[config.mk]
export PLATFORM = sky130hd
export DESIGN_NAME = uart_tx
export DESIGN_NICKNAME = d
export VERILOG_FILES = /design/src/rtl/uart_tx.sv
export SDC_FILE = /design/constraint.sdc
export NUM_CORES = 1
export LEC_CHECK = 0
export CORE_ASPECT_RATIO = 1.4
export CORE_MARGIN = 5
export CORE_UTILIZATION = 35
export DETAILED_ROUTE_END_ITERATION = 10
export SYNTH_ARGS = -nofsm -noshare
export SYNTH_HDL_FRONTEND = slang
export SYNTH_SLANG_ARGS = --single-unit
[constraint.sdc]
create_clock -name clk_board -period 2.5 [get_ports clk_board]
set_input_delay 0.5 -clock clk_board [delete_from_list [all_inputs] [get_ports clk_board]]
set_output_delay 0.5 -clock clk_board [all_outputs]
set_load 0.05 [all_outputs]
[src/rtl/uart_tx.sv]
// rtl/uart_tx.sv - FIFO-buffered UART transmitter: 1 start, 8 data bits MSB first, 1 stop.

module uart_tx #(
    parameter int board_freq = 50000000,
    parameter int baud_rate  = 9600,
    parameter int fifo_depth = 4
) (
    input  logic                          clk_board,
    input  logic                          reset,
    input  logic                          enable,
    input  logic [7:0]                    data_in,
    input  logic                          wr_en,
    output logic                          tx,
    output logic                          busy,
    output logic                          full,
    output logic                          empty,
    output logic [$clog2(fifo_depth):0]   fifo_count
);

    localparam int BIT_TICKS = board_freq / baud_rate;
    localparam int CNT_W     = $clog2(BIT_TICKS);
    localparam int AW        = $clog2(fifo_depth);

    localparam logic [CNT_W-1:0] LAST_TICK = CNT_W'(BIT_TICKS - 1);
    localparam logic [AW:0]      DEPTH     = (AW + 1)'(fifo_depth);

    typedef enum logic [1:0] {
        IDLE,
        START,
        DATA,
        STOP
    } state_t;

    logic [7:0]    mem [fifo_depth];
    logic [AW-1:0] wr_ptr;
    logic [AW-1:0] rd_ptr;
    logic [AW:0]   count;
    logic          push;
    logic          pop;

    state_t           state;
    state_t           state_n;
    logic [CNT_W-1:0] tick;
    logic [CNT_W-1:0] tick_n;
    logic [2:0]       bit_idx;
    logic [2:0]       bit_idx_n;
    logic [7:0]       shift;
    logic [7:0]       shift_n;
    logic             tx_n;
    logic             busy_n;

    // Full is judged on the registered count, so a pop on the same edge never frees room for a push.
    assign full       = (count == DEPTH);
    assign empty      = (count == '0);
    assign fifo_count = count;
    assign push       = wr_en && !full;

    always_ff @(posedge clk_board or negedge reset) begin
        if (!reset) begin
            wr_ptr <= '0;
            rd_ptr <= '0;
            count  <= '0;
        end else begin
            if (push) begin
                wr_ptr <= wr_ptr + 1'b1;
            end
            if (pop) begin
                rd_ptr <= rd_ptr + 1'b1;
            end
            case ({push, pop})
                2'b10:   count <= count + 1'b1;
                2'b01:   count <= count - 1'b1;
                default: count <= count;
            endcase
        end
    end

    always_ff @(posedge clk_board) begin
        if (push) begin
            mem[wr_ptr] <= data_in;
        end
    end

    always_ff @(posedge clk_board or negedge reset) begin
        if (!reset) begin
            state   <= IDLE;
            tick    <= '0;
            bit_idx <= '0;
            shift   <= '0;
            tx      <= 1'b1;
            busy    <= 1'b0;
        end else begin
            state   <= state_n;
            tick    <= tick_n;
            bit_idx <= bit_idx_n;
            shift   <= shift_n;
            tx      <= tx_n;
            busy    <= busy_n;
        end
    end

    always_comb begin
        state_n   = state;
        tick_n    = tick;
        bit_idx_n = bit_idx;
        shift_n   = shift;
        tx_n      = tx;
        busy_n    = busy;
        pop       = 1'b0;

        case (state)
            IDLE: begin
                tx_n   = 1'b1;
                busy_n = 1'b0;
                if (enable && !empty) begin
                    pop     = 1'b1;
                    shift_n = mem[rd_ptr];
                    tick_n  = '0;
                    state_n = START;
                    tx_n    = 1'b0;
                    busy_n  = 1'b1;
                end
            end

            START: begin
                if (tick == LAST_TICK) begin
                    tick_n    = '0;
                    bit_idx_n = 3'd7;
                    state_n   = DATA;
                    tx_n      = shift[7];
                end else begin
                    tick_n = tick + 1'b1;
                end
            end

            DATA: begin
                if (tick == LAST_TICK) begin
                    tick_n = '0;
                    if (bit_idx == 3'd0) begin
                        state_n = STOP;
                        tx_n    = 1'b1;
                    end else begin
                        bit_idx_n = bit_idx - 3'd1;
                        tx_n      = shift[bit_idx - 3'd1];
                    end
                end else begin
                    tick_n = tick + 1'b1;
                end
            end

            STOP: begin
                if (tick == LAST_TICK) begin
                    tick_n = '0;
                    // Back-to-back frames: reload straight into START with no idle clock.
                    if (enable && !empty) begin
                        pop     = 1'b1;
                        shift_n = mem[rd_ptr];
                        state_n = START;
                        tx_n    = 1'b0;
                    end else begin
                        state_n = IDLE;
                        tx_n    = 1'b1;
                        busy_n  = 1'b0;
                    end
                end else begin
                    tick_n = tick + 1'b1;
                end
            end

            default: begin
                state_n = IDLE;
                tx_n    = 1'b1;
                busy_n  = 1'b0;
            end
        endcase
    end

endmodule

# Word level (Yosys, flattened, before mapping)
# Memory sizes are Yosys's and may differ from the RTL's.
# Index checks and enable logic that the tools add are counted.
# W data, S select, Z words.
[word_totals] reg_bits=35 mem_bits_rw=32 in_bits=12 wordCells=81 memories=1
[memory_table] memory="mem" words=4 word_bits=8 read_ports=1 rd_clocked_by_memory_dff=0 write_ports=1 line_no="34" rtl="logic [7:0] mem [fifo_depth];"
[op_classes] add_sub_neg=6 magnitude_cmp=1 eq_ne=14 n_mux=34 reduce_logical=16
[op_table] op="$mux W13" count=2
[op_table] op="$pmux W13 S2" count=1
[op_table] op="$mux W8" count=2
[op_table] op="$pmux W8 S2" count=1
[op_table] op="$ne A2 B2 Y1 const B" count=7
[op_table] op="$add A13 B1 Y13 const B" count=1
[op_table] op="$eq A13 B13 Y1 const B" count=1
[op_table] op="$mux W1" count=13
[op_table] op="$pmux W3 S2" count=2
[op_table] op="$mux W2" count=5
[op_table] op="$mux W3" count=3
[op_table] op="$pmux W2 S4" count=1
[op_table] op="$eq A2 B2 Y1 const B" count=3
[op_table] op="$logic_not A3 Y1" count=2
[op_table] op="$reduce_and A3 Y1" count=2
[op_table] op="$reduce_bool A2 Y1" count=3
[op_table] op="$sub A3 B1 Y3 const B" count=2
[op_table] op="$reduce_and A5 Y1" count=1
[op_table] op="$add A2 B1 Y2 const B" count=2
[op_table] op="$eq A2 B1 Y1 const B" count=2
[op_table] op="$lt A3 B4 Y1 const B" count=1
[op_table] op="$pmux W1 S2" count=2
[op_table] op="$pmux W1 S4" count=1
[op_table] op="$reduce_and A4 Y1" count=1
[op_table] op="other kinds (8)" count=10

# Logic depth before layout (Yosys ltp)
[depth] word_depth=8 mapped_depth=11 depth_no_buf=10

# Worst setup path before layout
# Ideal clock, no wire load.
[synth_path] kind="register to register" start="register count[0] (netlist: fifo_count[0])" end="register count[2] (netlist: fifo_count[2])" setup_ns=0.149 arrival_ns=2.459 setup_slack_ns=-0.107 path_stages_with_launch=11 n_path_buf=0 period_less_slack_ns=2.607 cell_sequence="dfrtp_1 -> inv_1 -> and3_1 -> nor2b_1 -> inv_1 -> ha_1 -> inv_1 -> fa_1 -> xor2_1 -> nor2_1 -> xor2_1"
[synth_between] word_cells_on_any_way=15 cone_classes="add/sub: 2; eq/ne: 3; mux: 4; reduce/logical: 6"
[synth_lines] item="from (decl)" line_no="37" rtl="logic [AW:0] count;"
[synth_lines] item="from (signal assigned)" line_no="71" rtl="2'b10: count <= count + 1'b1;"
[synth_lines] item="from (signal assigned)" line_no="72" rtl="2'b01: count <= count - 1'b1;"
[synth_lines] item="from (signal assigned)" line_no="73" rtl="default: count <= count;"
[synth_lines] item="$eq A3 B3 Y1 *" line_no="53" rtl="assign full = (count == DEPTH);"
[synth_lines] item="via full" line_no="15" rtl="output logic full,"
[synth_lines] item="$logic_not A1 Y1 *" line_no="56" rtl="assign push = wr_en && !full;"
[synth_lines] item="$logic_and A1 B1 Y1 *" line_no="56"
[synth_lines] item="$eq A2 B1 Y1 or $eq A2 B2 Y1 (tied branches)" line_no="70" rtl="case ({push, pop})"
[synth_lines] item="$pmux W3 S2 or $reduce_bool A2 Y1 (tied branches)"
# Mark *: on every way through the listed nets, which the timed path passes. The rest lies on a longest branch.
# A chain may end at the register's enable or synchronous reset.

# Worst setup path in the final report
[layout_path] start="register count[0] (netlist: fifo_count[0])" end="output port full"
[layout_between] elab_chain_len=1
[layout_lines] item="$eq A3 B3 Y1" line_no="53"
[layout_lines] item="to (decl)" line_no="15"
# Every way passes these cells.

==> results.toml <==
[critical_path]
setup.worst_path.start_class = "flip-flop"
cpPeakStageDelay_ns = 0.80
critical_path_class = "flip-flop to output pin"
path_max_fanout = 5
cp-end-kind = "output pin"
crit_chain = "inv_1 > and3_2 > clkdlybuf4s50_1"
worst-endpoint-arrival_ns = 1.88
critical_path_required_ns = 2.00
critPathBufInv = 2
cp_slowest_cell = "clkdlybuf4s50_1"
critPathTopFamily = "buffers and inverters"

[detailed_routing]
vias_per_cell = 5.121
antenna_left = 0
drt-initial-drc-count = 57
drc = 0
wl_per_cell_um = 14.95
wirelength_um = 5816
routed-via-count = 1992
drtPass1Iterations = 4

[grt]
grtUsageTotal_pct = 11.27
antenna_found_initial = 0
grt_max_degree = 36
grt_pass1_wl_um = 10070
grt_pass1_vias = 2087
overflow = 0

[clocking]
cts_tree = "yes"
hold_buffers = 0
clockBufferDepth = 2
clk-insertion-delay-late_ns = 0.34
cts_buffers = 9
cts_htree_levels = 3
root_buffer = "clkbuf_16"
path_clk_slew_ns = 0.06
clkSinkCount = 67

[yosys]
synth-seq-area-share_pct = 56.31
syn-num-nets = 266
postSynthAreaPerCell_um2 = 13.60
synth-seq-cells = 67
synth_ff_type = "dfrtp_1"
synth_cell_type_count = 54
synth_top_area_share_pct = 29.44
synth_top_cell_by_area = "edfxtp_1"
yosysWarnings = 0
synthCells = 240
netlist_area_um2 = 3264
synth.area.top_cells = "edfxtp_1 29%, dfrtp_1 26%, mux4_2 6.2%"
synth_enable_flop_cells = 32
async_flop_share_pct = 52.24

[sta]
slew_headroom_pct = 47.84
worst_pin_slew_ns = 0.7824
setup_violations = 0
hold_violations = 0
setup_slack_ns = 0.1250
fmax_mhz = 421.0
fin_skew_ns = 0.009544
slew_violations = 0
finalCritPeriodShare_pct = 95.00
fin_crit_ns = 2.375

[pwr]
p_per_area_nw_per_um2 = 814.3
fin_total_pwr_mw = 3.237
leakage_nw = 1.557
irDropWorstVdd_v = 0.0007036

[job]
drv_cap = 0

[finish]
antennaDiodeCount = 0
drive_gt1_share_pct = 24.47
filler_cell_count = 813
final_nets = 303
area_delta_synth_final_pct = 21.77

[floorplanning]
die_area_um2 = 11390
core_um2 = 9080
start_util_pct = 35.95
pin_count = 19
die_height_um = 124.3
rows = 41
dieWidth_um = 91.62

[worst_hold_path]
hold_path_class = "input pin to async pin"

[placement]
pre_cts_slack_ns = -0.01110
globalplace.congestion = 0.7679
io_buffers = 18
dp_hpwl_um = 4107

[status]
status = "completed"
-- sequential cells by signal (all words and copies together) (netlist names) --
register	flops
mem	32
rd_ptr	2
tx	1
fifo_count	3
state	2
shift	8
busy	1
tick	13
bit_idx	3
wr_ptr	2
-- power breakdown --
| part | leakage (nW) | total, mW | switching (mW) | internal, mW |
|---|---|---|---|---|
| clock | 0.148 | 1.30 | 0.512 | 0.789 |
| combinational | 0.674 | 0.537 | 0.337 | 0.200 |
| sequential | 0.735 | 1.40 | 0.0791 | 1.32 |
| total | 1.56 | 3.24 | 0.928 | 2.31 |
-- kinds of logic (layout without fill, tap and decap cells) --
| kind of cell | after synthesis | in the layout | synth area share, % |
|---|---|---|---|
| DFF | 67 | 67 | 56.31 |
| and+or+nand+nor | 59 | 59 | 10.62 |
| AOI/OAI and AO/OA | 35 | 35 | 8.625 |
| buffers and inverters | 26 | 68 | 3.526 |
| muxes | 24 | 24 | 11.31 |
| xor gates and xnor gates | 15 | 15 | 4.024 |
| adders and majority gates | 14 | 14 | 5.596 |
-- cell usage after synthesis, types with 2 or more instances --
cell type	number
dfrtp_1	34
edfxtp_1	32
inv_1	18
nor2_1	16
ha_1	13
xnor2_1	11
mux2_2	9
mux4_2	9
nand2_1	9
nand3_1	6
a211oi_1	5
and2_1	5
mux2i_1	5
a21oi_1	4
o21ai_0	4
xor2_1	4
and3_1	3
clkbuf_1	3
nand4_1	3
nor3_1	3
a2111oi_0	2
a2bb2oi_1	2
a32oi_1	2
buf_2	2
buf_6	2
nand2b_1	2
nand3b_1	2
nor2b_1	2
nor4b_4	2
o211ai_1	2
-- worst reg2reg max path: stages, from the launching register on --
cell     delay (ns)
dfrtp_1        0.38
ha_2           0.21
and4_4         0.25
a41oi_2        0.15
nor3_2         0.26
ha_2           0.21
inv_1          0.05
fa_1           0.37
xor2_1         0.15
nor2_1         0.11
xor2_1         0.15
-- cell usage in the layout, fill, tap and decap left out, types with 6 or more instances in the layout --
| cell type | count |
|---|---|
| nand3_1 | 6 |
| nor2_1 | 16 |
| buf_4 | 16 |
| dfrtp_1 | 33 |
| edfxtp_1 | 32 |
| mux2_2 | 9 |
| xnor2_1 | 11 |
| nand2_1 | 9 |
| clkdlybuf4s50_1 | 17 |
| ha_1 | 11 |
| mux4_2 | 9 |
| clkbuf_16 | 9 |
| inv_1 | 18 |
-- worst paths after layout --
| path | startpoint | to | slack, ns | cells past startpoint |
|---|---|---|---|---|
| setup / recovery | fifo_count[0]$_DFFE_PN0P_ | full | 0.12 | 3 |
| hold / removal | reset | tick[5]$_DFFE_PN0N_ | 0.24 | 1 |
| setup reg to reg | tick[0]$_DFFE_PN0N_ | fifo_count[2]$_DFFE_PN0P_ | 0.15 | 10 |
| hold reg to reg | shift[3]$_DFFE_PN0P_ | shift[3]$_DFFE_PN0P_ | 0.51 | 1 |
| max in group asynchronous | reset | fifo_count[0]$_DFFE_PN0P_ | 1.70 | 1 |
| min in group clk_board | shift[3]$_DFFE_PN0P_ | shift[3]$_DFFE_PN0P_ | 0.51 | 1 |
-- per-layer routing --
metal	share of wire, %	track usage [%]
met1	42	13.28
met2	52	18.60
met3	3.6	3.927
met4	1.7	4.529
met5	0	0
-- layout make-up --
| cell class | count | area (µm²) | share of cell area (%) |
|---|---|---|---|
| Multi-Input combinational cell | 147 | 1333 | 33.52 |
| Tap cell | 107 | 133.9 | 3.368 |
| Inverter | 18 | 67.56 | 1.700 |
| Timing Repair Buffer | 34 | 295.3 | 7.428 |
| Clock buffer | 9 | 225.2 | 5.666 |
| Sequential cell | 67 | 1839 | 46.27 |
| Clock inverter | 7 | 81.33 | 2.046 |
-- stage by stage --
stage / util (%) / hold WS, ns / cells / cell area [µm²] / setup TNS [ns]
finish: 43.78 / 0.2424 / 389 / 3975 / 0
global route: 43.78 / 0.3252 / 389 / 3975 / -0.0004552
CTS: 43.06 / 0.2813 / 383 / 3910 / 0
detailed placement: 39.69 / 0.4960 / 367 / 3603 / -0.01110
global placement: 39.69 / 0.4875 / 367 / 3603 / 0
floorplan: - / 0.2044 / 240 / 3267 / 0
-- what timing repair did --
item | CTS | global route
gates resized for setup | 0 | 6
endpoints found under the setup margin | 0 | 1
setup buffers | 0 | 6
Note: power is estimated with default switching activity, not from simulation.
